**config.mk**
```make
export PLATFORM = sky130hd
export DESIGN_NAME = mem_access_ctrl
export DESIGN_NICKNAME = d
export VERILOG_FILES = /design/src/rtl/mem_access_ctrl.sv
export SDC_FILE = /design/constraint.sdc
export NUM_CORES = 1
export LEC_CHECK = 0
export BUFFER_PORTS_ARGS = -buffer_cell sky130_fd_sc_hd__buf_2
export CAP_MARGIN = 20
export CORE_MARGIN = 2
export CORE_UTILIZATION = 43
export DETAILED_ROUTE_END_ITERATION = 7
export GPL_ROUTABILITY_DRIVEN = 1
export GPL_TIMING_DRIVEN = 0
export PLACE_DENSITY_LB_ADDON = 0.12
export SLEW_MARGIN = 5
export SYNTH_ARGS = -nofsm -noshare
export SYNTH_HDL_FRONTEND = slang
export SYNTH_SLANG_ARGS = --single-unit
```
**constraint.sdc**
```tcl
create_clock -name clk -period 2.99 [get_ports clk]
set_clock_uncertainty 0.1 [all_clocks]
set_input_delay 0.1495 -clock clk [delete_from_list [all_inputs] [get_ports clk]]
set_output_delay 0.1495 -clock clk [all_outputs]
set_load 0.02 [all_outputs]
```
**src/rtl/mem_access_ctrl.sv**
```systemverilog
// MEM-stage load/store controller for the 5-stage MIPS pipeline.
// Drives a req/ack data-memory handshake, stalls the pipeline while an
// access is outstanding, aligns big-endian load/store data and handles
// the LL/SC reservation bit.
module mem_access_ctrl (
  input  logic        clk,
  input  logic        rst,
  input  logic        flush,
  input  logic [3:0]  op_i,
  input  logic [31:0] mem_addr_i,
  input  logic [31:0] reg2_i,
  input  logic [4:0]  wd_i,
  input  logic        wreg_i,
  input  logic [31:0] wdata_i,
  input  logic        LLbit_i,
  input  logic        wb_LLbit_we_i,
  input  logic        wb_LLbit_value_i,
  input  logic [31:0] d_rdata_i,
  input  logic        d_ack_i,
  output logic        d_req_o,
  output logic        d_we_o,
  output logic [31:0] d_addr_o,
  output logic [3:0]  d_sel_o,
  output logic [31:0] d_wdata_o,
  output logic [4:0]  wd_o,
  output logic        wreg_o,
  output logic [31:0] wdata_o,
  output logic        LLbit_we_o,
  output logic        LLbit_value_o,
  output logic        stall_req_o,
  output logic        excp_align_o
);

  localparam logic [3:0] OP_NOP = 4'd0;
  localparam logic [3:0] OP_LB  = 4'd1;
  localparam logic [3:0] OP_LBU = 4'd2;
  localparam logic [3:0] OP_LH  = 4'd3;
  localparam logic [3:0] OP_LHU = 4'd4;
  localparam logic [3:0] OP_LW  = 4'd5;
  localparam logic [3:0] OP_SB  = 4'd6;
  localparam logic [3:0] OP_SH  = 4'd7;
  localparam logic [3:0] OP_SW  = 4'd8;
  localparam logic [3:0] OP_LL  = 4'd9;
  localparam logic [3:0] OP_SC  = 4'd10;

  typedef enum logic [1:0] {
    ST_IDLE = 2'd0,
    ST_BUSY = 2'd1,
    ST_DONE = 2'd2
  } state_e;

  // Byte-lane enables for an access; bit 3 is the most significant byte.
  function automatic logic [3:0] lane_sel(input logic [3:0] op, input logic [1:0] off);
    logic [3:0] sel;
    case (op)
      OP_LB, OP_LBU, OP_SB: begin
        case (off)
          2'b00:   sel = 4'b1000;
          2'b01:   sel = 4'b0100;
          2'b10:   sel = 4'b0010;
          2'b11:   sel = 4'b0001;
          default: sel = 4'b0000;
        endcase
      end
      OP_LH, OP_LHU, OP_SH: sel = off[1] ? 4'b0011 : 4'b1100;
      default:              sel = 4'b1111;
    endcase
    return sel;
  endfunction

  // Store data replicated across the word so any selected lane carries it.
  function automatic logic [31:0] store_data(input logic [3:0] op, input logic [31:0] reg2);
    logic [31:0] d;
    case (op)
      OP_SB:   d = {4{reg2[7:0]}};
      OP_SH:   d = {2{reg2[15:0]}};
      default: d = reg2;
    endcase
    return d;
  endfunction

  // Extract and extend the addressed byte/half from the captured bus word.
  function automatic logic [31:0] load_data(input logic [3:0] op, input logic [1:0] off,
                                            input logic [31:0] word);
    logic [7:0]  b;
    logic [15:0] h;
    logic [31:0] d;
    case (off)
      2'b00:   b = word[31:24];
      2'b01:   b = word[23:16];
      2'b10:   b = word[15:8];
      2'b11:   b = word[7:0];
      default: b = 8'h00;
    endcase
    h = off[1] ? word[15:0] : word[31:16];
    case (op)
      OP_LB:   d = {{24{b[7]}}, b};
      OP_LBU:  d = {24'h000000, b};
      OP_LH:   d = {{16{h[15]}}, h};
      OP_LHU:  d = {16'h0000, h};
      default: d = word;
    endcase
    return d;
  endfunction

  function automatic logic is_load(input logic [3:0] op);
    logic r;
    case (op)
      OP_LB, OP_LBU, OP_LH, OP_LHU, OP_LW, OP_LL: r = 1'b1;
      default:                                    r = 1'b0;
    endcase
    return r;
  endfunction

  function automatic logic is_store(input logic [3:0] op);
    logic r;
    case (op)
      OP_SB, OP_SH, OP_SW, OP_SC: r = 1'b1;
      default:                    r = 1'b0;
    endcase
    return r;
  endfunction

  state_e      state_r;
  state_e      next_state_s;
  logic [31:0] rdata_r;
  logic [3:0]  op_r;
  logic [1:0]  off_r;
  logic        llbit_eff_s;
  logic        misalign_s;
  logic        sc_fail_s;
  logic        start_s;

  // Decode the incoming op: alignment, SC outcome and whether a bus access starts.
  always_comb begin
    llbit_eff_s = wb_LLbit_we_i ? wb_LLbit_value_i : LLbit_i;
    misalign_s  = 1'b0;
    case (op_i)
      OP_LH, OP_LHU, OP_SH:       misalign_s = mem_addr_i[0];
      OP_LW, OP_SW, OP_LL, OP_SC: misalign_s = (mem_addr_i[1:0] != 2'b00);
      default:                    misalign_s = 1'b0;
    endcase
    sc_fail_s = (op_i == OP_SC) && !misalign_s && !llbit_eff_s;
    start_s   = (is_load(op_i) || is_store(op_i)) && !misalign_s && !sc_fail_s;
  end

  // State register.
  always_ff @(posedge clk) begin
    if (rst) begin
      state_r <= ST_IDLE;
    end else begin
      state_r <= next_state_s;
    end
  end

  // Next-state logic; flush always returns to IDLE.
  always_comb begin
    next_state_s = state_r;
    if (flush) begin
      next_state_s = ST_IDLE;
    end else begin
      case (state_r)
        ST_IDLE: next_state_s = start_s ? ST_BUSY : ST_IDLE;
        ST_BUSY: next_state_s = d_ack_i ? ST_DONE : ST_BUSY;
        ST_DONE: next_state_s = ST_IDLE;
        default: next_state_s = ST_IDLE;
      endcase
    end
  end

  // Bus request registers, read-data capture and the latched op/offset of the access.
  always_ff @(posedge clk) begin
    if (rst) begin
      d_req_o   <= 1'b0;
      d_we_o    <= 1'b0;
      d_addr_o  <= 32'h0000_0000;
      d_sel_o   <= 4'b0000;
      d_wdata_o <= 32'h0000_0000;
      rdata_r   <= 32'h0000_0000;
      op_r      <= OP_NOP;
      off_r     <= 2'b00;
    end else if (flush) begin
      d_req_o <= 1'b0;
      d_we_o  <= 1'b0;
    end else if ((state_r == ST_IDLE) && start_s) begin
      d_req_o   <= 1'b1;
      d_we_o    <= is_store(op_i);
      d_addr_o  <= {mem_addr_i[31:2], 2'b00};
      d_sel_o   <= lane_sel(op_i, mem_addr_i[1:0]);
      d_wdata_o <= store_data(op_i, reg2_i);
      op_r      <= op_i;
      off_r     <= mem_addr_i[1:0];
    end else if ((state_r == ST_BUSY) && d_ack_i) begin
      rdata_r <= d_rdata_i;
      d_req_o <= 1'b0;
      d_we_o  <= 1'b0;
    end
  end

  // Result, LL-bit and stall outputs towards MEM/WB and the hazard unit.
  always_comb begin
    wd_o          = wd_i;
    wreg_o        = wreg_i;
    wdata_o       = wdata_i;
    LLbit_we_o    = 1'b0;
    LLbit_value_o = 1'b0;
    stall_req_o   = 1'b0;
    excp_align_o  = misalign_s;
    if (flush) begin
      wreg_o = 1'b0;
    end else if (state_r == ST_BUSY) begin
      wreg_o      = 1'b0;
      stall_req_o = 1'b1;
    end else if (state_r == ST_DONE) begin
      if (is_load(op_r)) begin
        wdata_o = load_data(op_r, off_r, rdata_r);
        if (op_r == OP_LL) begin
          LLbit_we_o    = 1'b1;
          LLbit_value_o = 1'b1;
        end else begin
          LLbit_we_o = 1'b0;
        end
      end else if (op_r == OP_SC) begin
        wdata_o       = 32'h0000_0001;
        LLbit_we_o    = 1'b1;
        LLbit_value_o = 1'b0;
      end else begin
        wreg_o = 1'b0;
      end
    end else if (misalign_s) begin
      wreg_o = 1'b0;
    end else if (sc_fail_s) begin
      wdata_o = 32'h0000_0000;
    end else if (start_s) begin
      wreg_o      = 1'b0;
      stall_req_o = 1'b1;
    end else begin
      wreg_o = wreg_i;
    end
  end

endmodule
```
After elaboration in Yosys (flattened, before gate mapping)
Index checks and enable logic that the tools add are counted.

storage, ports and cells
  word-level logic and storage cells = 112
  register bits after elaboration = 108

operators by class
  bitwise operators = 2
  reductions and logical operators = 24
  equality and inequality tests = 25
  multiplexer cells = 52

operators by type and width
  cell                                                              count
  32-bit 2-to-1 mux                                                 7
  32-bit case mux with 4 select lines                               1
  32-bit case mux with 2 select lines                               1
  1-bit 2-to-1 mux                                                  35
  8-bit case mux with 4 select lines                                1
  4-bit by 3-bit == test with 1-bit output (second input constant)  6
  4-bit == test (second input constant)                             5
  4-bit by 2-bit == test with 1-bit output (second input constant)  4
  16-bit 2-to-1 mux                                                 1
  4-bit case mux with 4 select lines                                1
  6-bit OR reduction                                                2
  2-bit == test (second input constant)                             5
  4-bit by 1-bit == test with 1-bit output (second input constant)  2
  4-bit case mux with 2 select lines                                1
  4-bit OR reduction                                                2
  2-bit by 1-bit == test with 1-bit output (second input constant)  3
  1-bit logical AND                                                 6
  2-bit logical NOT                                                 3
  3-bit OR reduction                                                2
  4-bit 2-to-1 mux                                                  1
  2-bit case mux with 2 select lines                                1
  2-bit nonzero test                                                2
  1-bit logical NOT                                                 3
  3-bit AND reduction                                               1
  other kinds (6)                                                   7

Depth between registers and ports, before layout
Gate-level depths: netlist (run 1).

  word-level depth = 14
  gate-level depth with buffers = 10
  gate-level depth less buffers = 6

Worst setup path after synthesis (run 1)
No wires, ideal clock.

  kind = register to output
  from = register off_r[0]
  to = output port wdata_o[15]
  path slack = 0.898 ns
  stages on the path, launching flop included = 6
  data arrival time = 1.842 ns
  buffers on the path = 0
  cells stage by stage = dfxtp_1 -> mux4_2 -> and4b_1 -> a221o_1 -> and3_1 -> a221o_1

on the way
  word-level cells in the longest chain between the ends = 7

RTL lines
  item                                         RTL line  source
  start, declared                              128       logic [1:0] off_r;
  start signal, assigned                       192       off_r <= mem_addr_i[1:0];
  2-bit == test, or another cell as far along  88        case (off)
  8-bit case mux with 4 select lines (*)       88
  32-bit case mux with 4 select lines (*)      96        case (op)
  32-bit 2-to-1 mux (*)                        215       if (is_load(op_r)) begin
  32-bit 2-to-1 mux (*)                        214       end else if (state_r == ST_DONE) begin
  32-bit 2-to-1 mux (*)                        211       end else if (state_r == ST_BUSY) begin
  32-bit 2-to-1 mux (*)                        209       if (flush) begin
  end, declared                                27        output logic [31:0] wdata_o,

Every way passes the cells marked *; elsewhere a longest branch is shown, timed or not.

Worst setup path in the final report (run 1)
  from = register off_r[1]
  to = output port wdata_o[28]

on the way
  word-level cells in the longest chain between the ends = 7

RTL lines
  item                                         RTL line
  2-bit == test, or another cell as far along  88
  8-bit case mux with 4 select lines           88
  32-bit case mux with 4 select lines (*)      96
  32-bit 2-to-1 mux (*)                        215
  32-bit 2-to-1 mux (*)                        214
  32-bit 2-to-1 mux (*)                        211
  32-bit 2-to-1 mux (*)                        209

Marked as above.

==> results of run 1 <==
repair_timing:
item | in CTS | in global routing
hold buffers | 62 | 0
resized for setup | 0 | 1
setup endpoints to repair | 0 | 1
endpoints found under the hold margin | 62 | 0
cell usage in the layout, fill, tap and decap left out, types with 3 or more instances in the layout:
master | Yosys | layout
buf_2 | 38 | 284
dfxtp_1 | 108 | 108
a21oi_1 | 103 | 103
nand2_1 | 85 | 85
o31ai_1 | 63 | 63
dlygate4sd3_1 | 0 | 62
nand4_1 | 54 | 54
clkbuf_1 | 39 | 41
mux2i_1 | 32 | 32
a21o_1 | 19 | 19
o21ai_0 | 19 | 19
a22o_1 | 16 | 16
o21a_1 | 15 | 15
a31oi_1 | 14 | 14
o2bb2ai_1 | 14 | 14
buf_4 | 12 | 12
nor2_1 | 11 | 11
a211oi_1 | 9 | 9
clkbuf_16 | 0 | 9
nor3_1 | 8 | 8
or4_1 | 8 | 8
o22ai_1 | 7 | 7
nand2b_1 | 6 | 6
nor2b_1 | 5 | 5
nand3_1 | 5 | 5
inv_1 | 5 | 5
buf_1 | 4 | 4
o31a_1 | 3 | 3
a221o_1 | 3 | 3
nor3b_1 | 3 | 3
how the worst min path moves through the flow:
stage | from | endpoint | slack [ns] | cells past startpoint
floorplan | d_rdata_i[10] | rdata_r[10] | 0.19 | 2
global placement | d_rdata_i[1] | rdata_r[1] | 0.29 | 3
detailed placement | d_rdata_i[26] | rdata_r[26] | 0.30 | 3
CTS | mem_addr_i[1] | off_r[1] | 0.007 | 3
global route | reg2_i[1] | d_wdata_o[1] | 0.03 | 3
finish | reg2_i[6] | d_wdata_o[6] | 0.01 | 3
layout make-up:
class / count / share of cell area
multi-input cells: 542 / 0.4095
flip-flops and latches: 108 / 0.2562
well taps: 180 / 0.02669
inverters: 6 / 0.002669
repair buffers: 308 / 0.2195
diodes: 1 / 0.0002966
clock buffers: 12 / 0.02921
clock inverters: 4 / 0.002966
plain buffers: 94 / 0.05294
per-stage QoR:
| step | setup WS (ns) | utilization | total power, mW | hold slack, ns |
|---|---|---|---|---|
| after floorplan | 0.8981 | - | 2.145 | 0.1855 |
| after global placement | 0.6255 | 0.5451 | 2.476 | 0.2942 |
| after detailed placement | 0.5659 | 0.5451 | 2.481 | 0.2982 |
| after CTS | 0.1695 | 0.6096 | 3.656 | 0.007360 |
| after global routing | 0.05137 | 0.6103 | 3.819 | 0.02550 |
| final | 0.2418 | 0.6103 | 3.660 | 0.01286 |
state kept, by name, indices dropped and copies added (netlist names):
signal and flops:
d_req_o 1, d_wdata_o 32, d_we_o 1, state_r 2, d_sel_o 4, op_r 4
rdata_r 32, off_r 2, d_addr_o 30
where the power goes:
group	internal (mW)	switching [mW]	leakage, nW
sequential	1.51	0.0424	0.879
combinational	0.379	0.598	2.68
clock	0.586	0.544	0.129
total	2.48	1.18	3.68
logic make-up (layout without fill, tap and decap cells):
kind of cell | Yosys count | count (layout) | share of synthesized area
AO/OA/AOI/OAI | 300 | 300 | 0.3284
buffers and inverters | 100 | 424 | 0.07721
AND/OR/NAND/NOR | 204 | 204 | 0.1764
other | 1 | 3 | 0.0006171
multiplexers | 35 | 35 | 0.06012
XOR/XNOR | 1 | 1 | 0.001441
flip-flops | 108 | 108 | 0.3558
metal layers:
metal / track usage / vias to the layer above / part of all wire
met5: 0 / - / 0
met3: 0.06784 / 28 / 0.082
met1: 0.4033 / 3478 / 0.44
met2: 0.4713 / 307 / 0.46
met4: 0.07543 / 0 / 0.018
li1: - / 3466 / -
critical path, cell delays in order (launching register included):
cell	delay (ns)
dfxtp_1	0.30
buf_4	0.18
mux2_2	0.27
o21ai_1	0.08
a211oi_2	0.58
buf_2	0.32
a21o_1	0.13
a22o_1	0.12
buf_2	0.16
==> flow_summary.ini, run 1 <==
[synthesis]
yosysMostFrequentCell = dfxtp_1
yosysUniqueCellTypes = 59
synthTopCellsByArea = dfxtp_1, a21oi_1, o31ai_1, nand4_1, mux2i_1
async_reset_ff_frac = 0
postSynthCellCount = 749
postSynthAreaPerCell_um2 = 8.114
yosysTopAreaCellShare = 0.3558
ys_seq_elements = 108
yosys-top-cells-count = dfxtp_1, a21oi_1, nand2_1
yosysTopAreaCell = dfxtp_1
synthesis.area_um2 = 6077
yosys_warnings = 0
synth_edf_count = 0
synthFlopType = dfxtp_1
ys_seq_area_frac = 0.3558

[global_routing]
grt_max_degree = 17
grt_overflow = 0
antenna_found_initial = 1
grt_pass1_wl_um = 34620
track_usage = 0.2958
grt_pass1_vias = 6696

[floorplanning]
io_pins = 257
start_util = 0.4395
placementRows = 43
die_w_um = 122.9
coreArea_um2 = 13830
dieArea_um2 = 15100
die_y_um = 122.9

[timing]
min_period_over_period = 0.9191
maxSlewViolCount = 0
tns_ns = 0
worst_slew_pin_slew_ns = 0.8185
maxSlewHeadroom = 0.4543
max_freq_mhz = 363.9
finalSetupViolations = 0
hold_violations = 0
rsz0062_at_grt = no
period_minus_slack_ns = 2.748

[route]
remaining_drc_errors = 0
wl_per_cell_um = 18.22
ant_nets = 0
drt_iter0_markers = 549
wl_um = 22870
dr.pass1.iters = 8
avgViaCountPerCell = 5.800
vias = 7279

[final_layout]
final_area_um2 = 8438
nFillCells = 1299
seq_area_um2 = 2162
nets = 1214
drive_above_1_share = 0.3063
multi_input_area_um2 = 3456
finalNonFillerCells = 1255
area_delta_synth_final_pct = 38.85

[clock_network]
cts.sinks = 108
cts_tree = done
post-cts-setup-buffers = 0
clk_latency_ns = 0.35
cts-root-buf = clkbuf_16
clkSlewWorstSetupHoldPaths_ns = 0.07
tritoncts.num_buffers = 9
cts_max_level = 3
clockBufferDepth = 2

[critical_path]
critPathLaunchType = flop
reg2reg_slack_ns = 0.83
crit_end = wdata_o[28]
reg2reg_depth = 6
cp_max_fo = 10
critical_path_class = reg2out
cp.arrival_ns = 2.50
end_kind = output pin
r2r_end = d_wdata_o[10]
worstSetupStartpoint = off_r[1]
required_ns = 2.74
rr_startpoint = state_r[0]

[run]
drv_cap = 0

[pwr]
peakVddDrop_mv = 0.3439
cellPowerDensity_nw_per_um2 = 433.7
leakagePower_nw = 3.684

[run_status]
status = finished, final reports clean

[placement]
hpwl_um = 16640
dp_cells = 1176
placed_area_um2 = 7537
portBuffers = 246
gp_congestion = 0.8902

[min_path]
hp-class = in2reg
Note: power is estimated with default switching activity, not from simulation.
==> inputs of run 2 (changes only) <==
--- a/config.mk
+++ b/config.mk
@@ -5,6 +5,7 @@
 export SDC_FILE = /design/constraint.sdc
 export NUM_CORES = 1
 export LEC_CHECK = 0
+export ABC_AREA = 1
 export BUFFER_PORTS_ARGS = -buffer_cell sky130_fd_sc_hd__buf_2
 export CAP_MARGIN = 20
 export CORE_MARGIN = 2
@@ -13,6 +14,7 @@
 export GPL_ROUTABILITY_DRIVEN = 1
 export GPL_TIMING_DRIVEN = 0
 export PLACE_DENSITY_LB_ADDON = 0.12
+export SKIP_LAST_GASP = 1
 export SLEW_MARGIN = 5
 export SYNTH_ARGS = -nofsm -noshare
 export SYNTH_HDL_FRONTEND = slang
==> flow_summary.ini, run 2 <==
[run_status]
status = finished, final reports clean

[placement]
portBuffers = 248
dp_cells = 1337
hpwl_um = 15340
placed_area_um2 = 7274
gp_congestion = 0.9510

[final_layout]
reg_top3 = d_wdata_o x32, rdata_r x32, d_addr_o x30
area_delta_synth_final_pct = 42.80
multi_input_area_um2 = 3007
finalNonFillerCells = 1425
final_area_um2 = 8295
seq_area_um2 = 2162
layout_commonest_cell = buf_2
post-route-util = 0.6264
nets = 1389
nFillCells = 1287
drive_above_1_share = 0.2442
final_cell_mix = buf_2, nand2_1, a21oi_1
diodes = 0

[timing]
timing.hold.ws_ns = 0.002911
rsz0062_at_grt = yes
worst_slew_pin_slew_ns = 0.7310
finalSetupViolations = 0
hold_violations = 0
period_minus_slack_ns = 2.777
max_freq_mhz = 360.1
maxSlewViolCount = 0
maxSlewHeadroom = 0.5109
min_period_over_period = 0.9288
tns_ns = 0

[critical_path]
critPathLaunchType = input pin
cp_max_fo = 10
reg2reg_slack_ns = 0.70
path_cells = dlygate4sd3_1 > buf_2 > nand2_1 > inv_2 > buf_6 > nand2_1 > nand3_2 > nand2_1 > nand2_2 > o21ai_1 > nand3_2 > buf_2 > nand2_1 > o21ai_0 > buf_2
critical_path_class = in2out
rr_startpoint = state_r[0]
critical_path_buf_inv_count = 6
slowest_stage = dlygate4sd3_1
required_ns = 2.74
crit_top_cell = nand2_1
reg2reg_depth = 5
r2r_end = d_wdata_o[21]
end_kind = output pin
slowest_delay_ns = 0.54
critical-path-top-delay-family = buffers and inverters
cp.arrival_ns = 2.53

[route]
wl_um = 21020
wl_per_cell_um = 14.75
drt_iter0_markers = 458
vias = 7227
dr.pass1.iters = 6
remaining_drc_errors = 0
avgViaCountPerCell = 5.072
ant_nets = 0

[synthesis]
yosys_warnings = 0
postSynthCellCount = 912
yosysTopAreaCell = dfxtp_1
ys_seq_elements = 108
synthFlopType = dfxtp_1
synth_edf_count = 0
ys_seq_area_frac = 0.3722
async_reset_ff_frac = 0
synthesis.area_um2 = 5809
yosysTopAreaCellShare = 0.3722
yosysUniqueCellTypes = 24
synthTopCellsByArea = dfxtp_1, nand2_1, a21oi_1, o21ai_0, nand4_1
postSynthAreaPerCell_um2 = 6.370
yosysMostFrequentCell = nand2_1
yosys-top-cells-count = nand2_1, a21oi_1, dfxtp_1

[clock_network]
clockBufferDepth = 2
cts.sinks = 108
cts-root-buf = clkbuf_16
clkSlewWorstSetupHoldPaths_ns = 0.08
tritoncts.num_buffers = 9
post-cts-setup-buffers = 0
cts_max_level = 3
cts_tree = done
clk_latency_ns = 0.35

[run]
drv_cap = 0

[global_routing]
grt_overflow = 0
grt_pass1_wl_um = 32000
antenna_found_initial = 0
grt_pass1_vias = 6335
grt_max_degree = 20
track_usage = 0.2776

[min_path]
hp-class = in2reg
hold_path_end = rdata_r[14]
hold_depth = 3
hp-start = d_rdata_i[14]

[floorplanning]
die_w_um = 120.2
start_util = 0.4387
die_y_um = 120.2
placementRows = 42
coreArea_um2 = 13240
dieArea_um2 = 14460
io_pins = 257

[pwr]
cellPowerDensity_nw_per_um2 = 456.0
leakagePower_nw = 4.047
peakVddDrop_mv = 0.3909
-- run 2: cell type report --
type	instances	area share
Buffer	72	0.04133
Clock buffer	9	0.02715
Clock inverter	7	0.007391
Inverter	84	0.03801
Multi-Input combinational cell	649	0.3624
Sequential cell	108	0.2606
Tap cell	176	0.02655
Timing Repair Buffer	320	0.2365
-- run 2: logic make-up after synthesis --
family          Yosys count  share of synthesized area
simple gates            416                     0.3097
buf+inv                 156                     0.1131
compound gates          231                     0.2044
flops                   108                     0.3722
other cells               1                  0.0006455
-- run 2: worst max path at each step --
stage	from	endpoint	slack, ns	depth (start not counted)
floorplan	off_r[1]	wdata_o[22]	0.86	12
global placement	op_r[3]	wdata_o[17]	0.44	10
detailed placement	op_r[3]	wdata_o[17]	0.46	10
CTS	op_r[3]	wdata_o[17]	0.06	10
global route	op_r[3]	wdata_o[17]	-0.03	10
finish	op_i[0]	wdata_o[17]	0.21	15
-- run 2: through the flow --
| step | worst slack, ns | power (mW) |
|---|---|---|
| 2_1_floorplan | 0.8625 | 2.196 |
| 6_report | 0.2129 | 3.783 |
| 5_1_grt | -0.03263 | 3.966 |
| 3_3_place_gp | 0.4391 | 2.535 |
| 3_5_place_dp | 0.4648 | 2.540 |
| 4_1_cts | 0.06494 | 3.782 |
-- run 2: worst min-delay path, stage by stage --
cell and delay (ns):
buf_2 0.08, o21ai_0 0.08, a21oi_1 0.11
-- run 2: per-layer routing --
metal	GRT usage	vias to the layer above	routed length, µm
li1	-	3678	-
met1	0.3416	3190	8623
met2	0.4737	323	10200
met3	0.06604	36	1651
met4	0.1003	0	543
met5	0	-	0
-- run 2: repair_timing --
item	4_1_cts	5_1_grt
gates resized for setup	0	5
endpoints found under the setup margin	0	29
hold endpoints to repair	71	1
hold buffers	71	1
-- run 2: power breakdown --
part	switching (mW)	leakage, nW	total (mW)	internal, mW
Combinational	0.654	3.02	1.03	0.381
Clock	0.599	0.143	1.18	0.581
Sequential	0.0464	0.879	1.57	1.52
Total	1.30	4.05	3.78	2.48
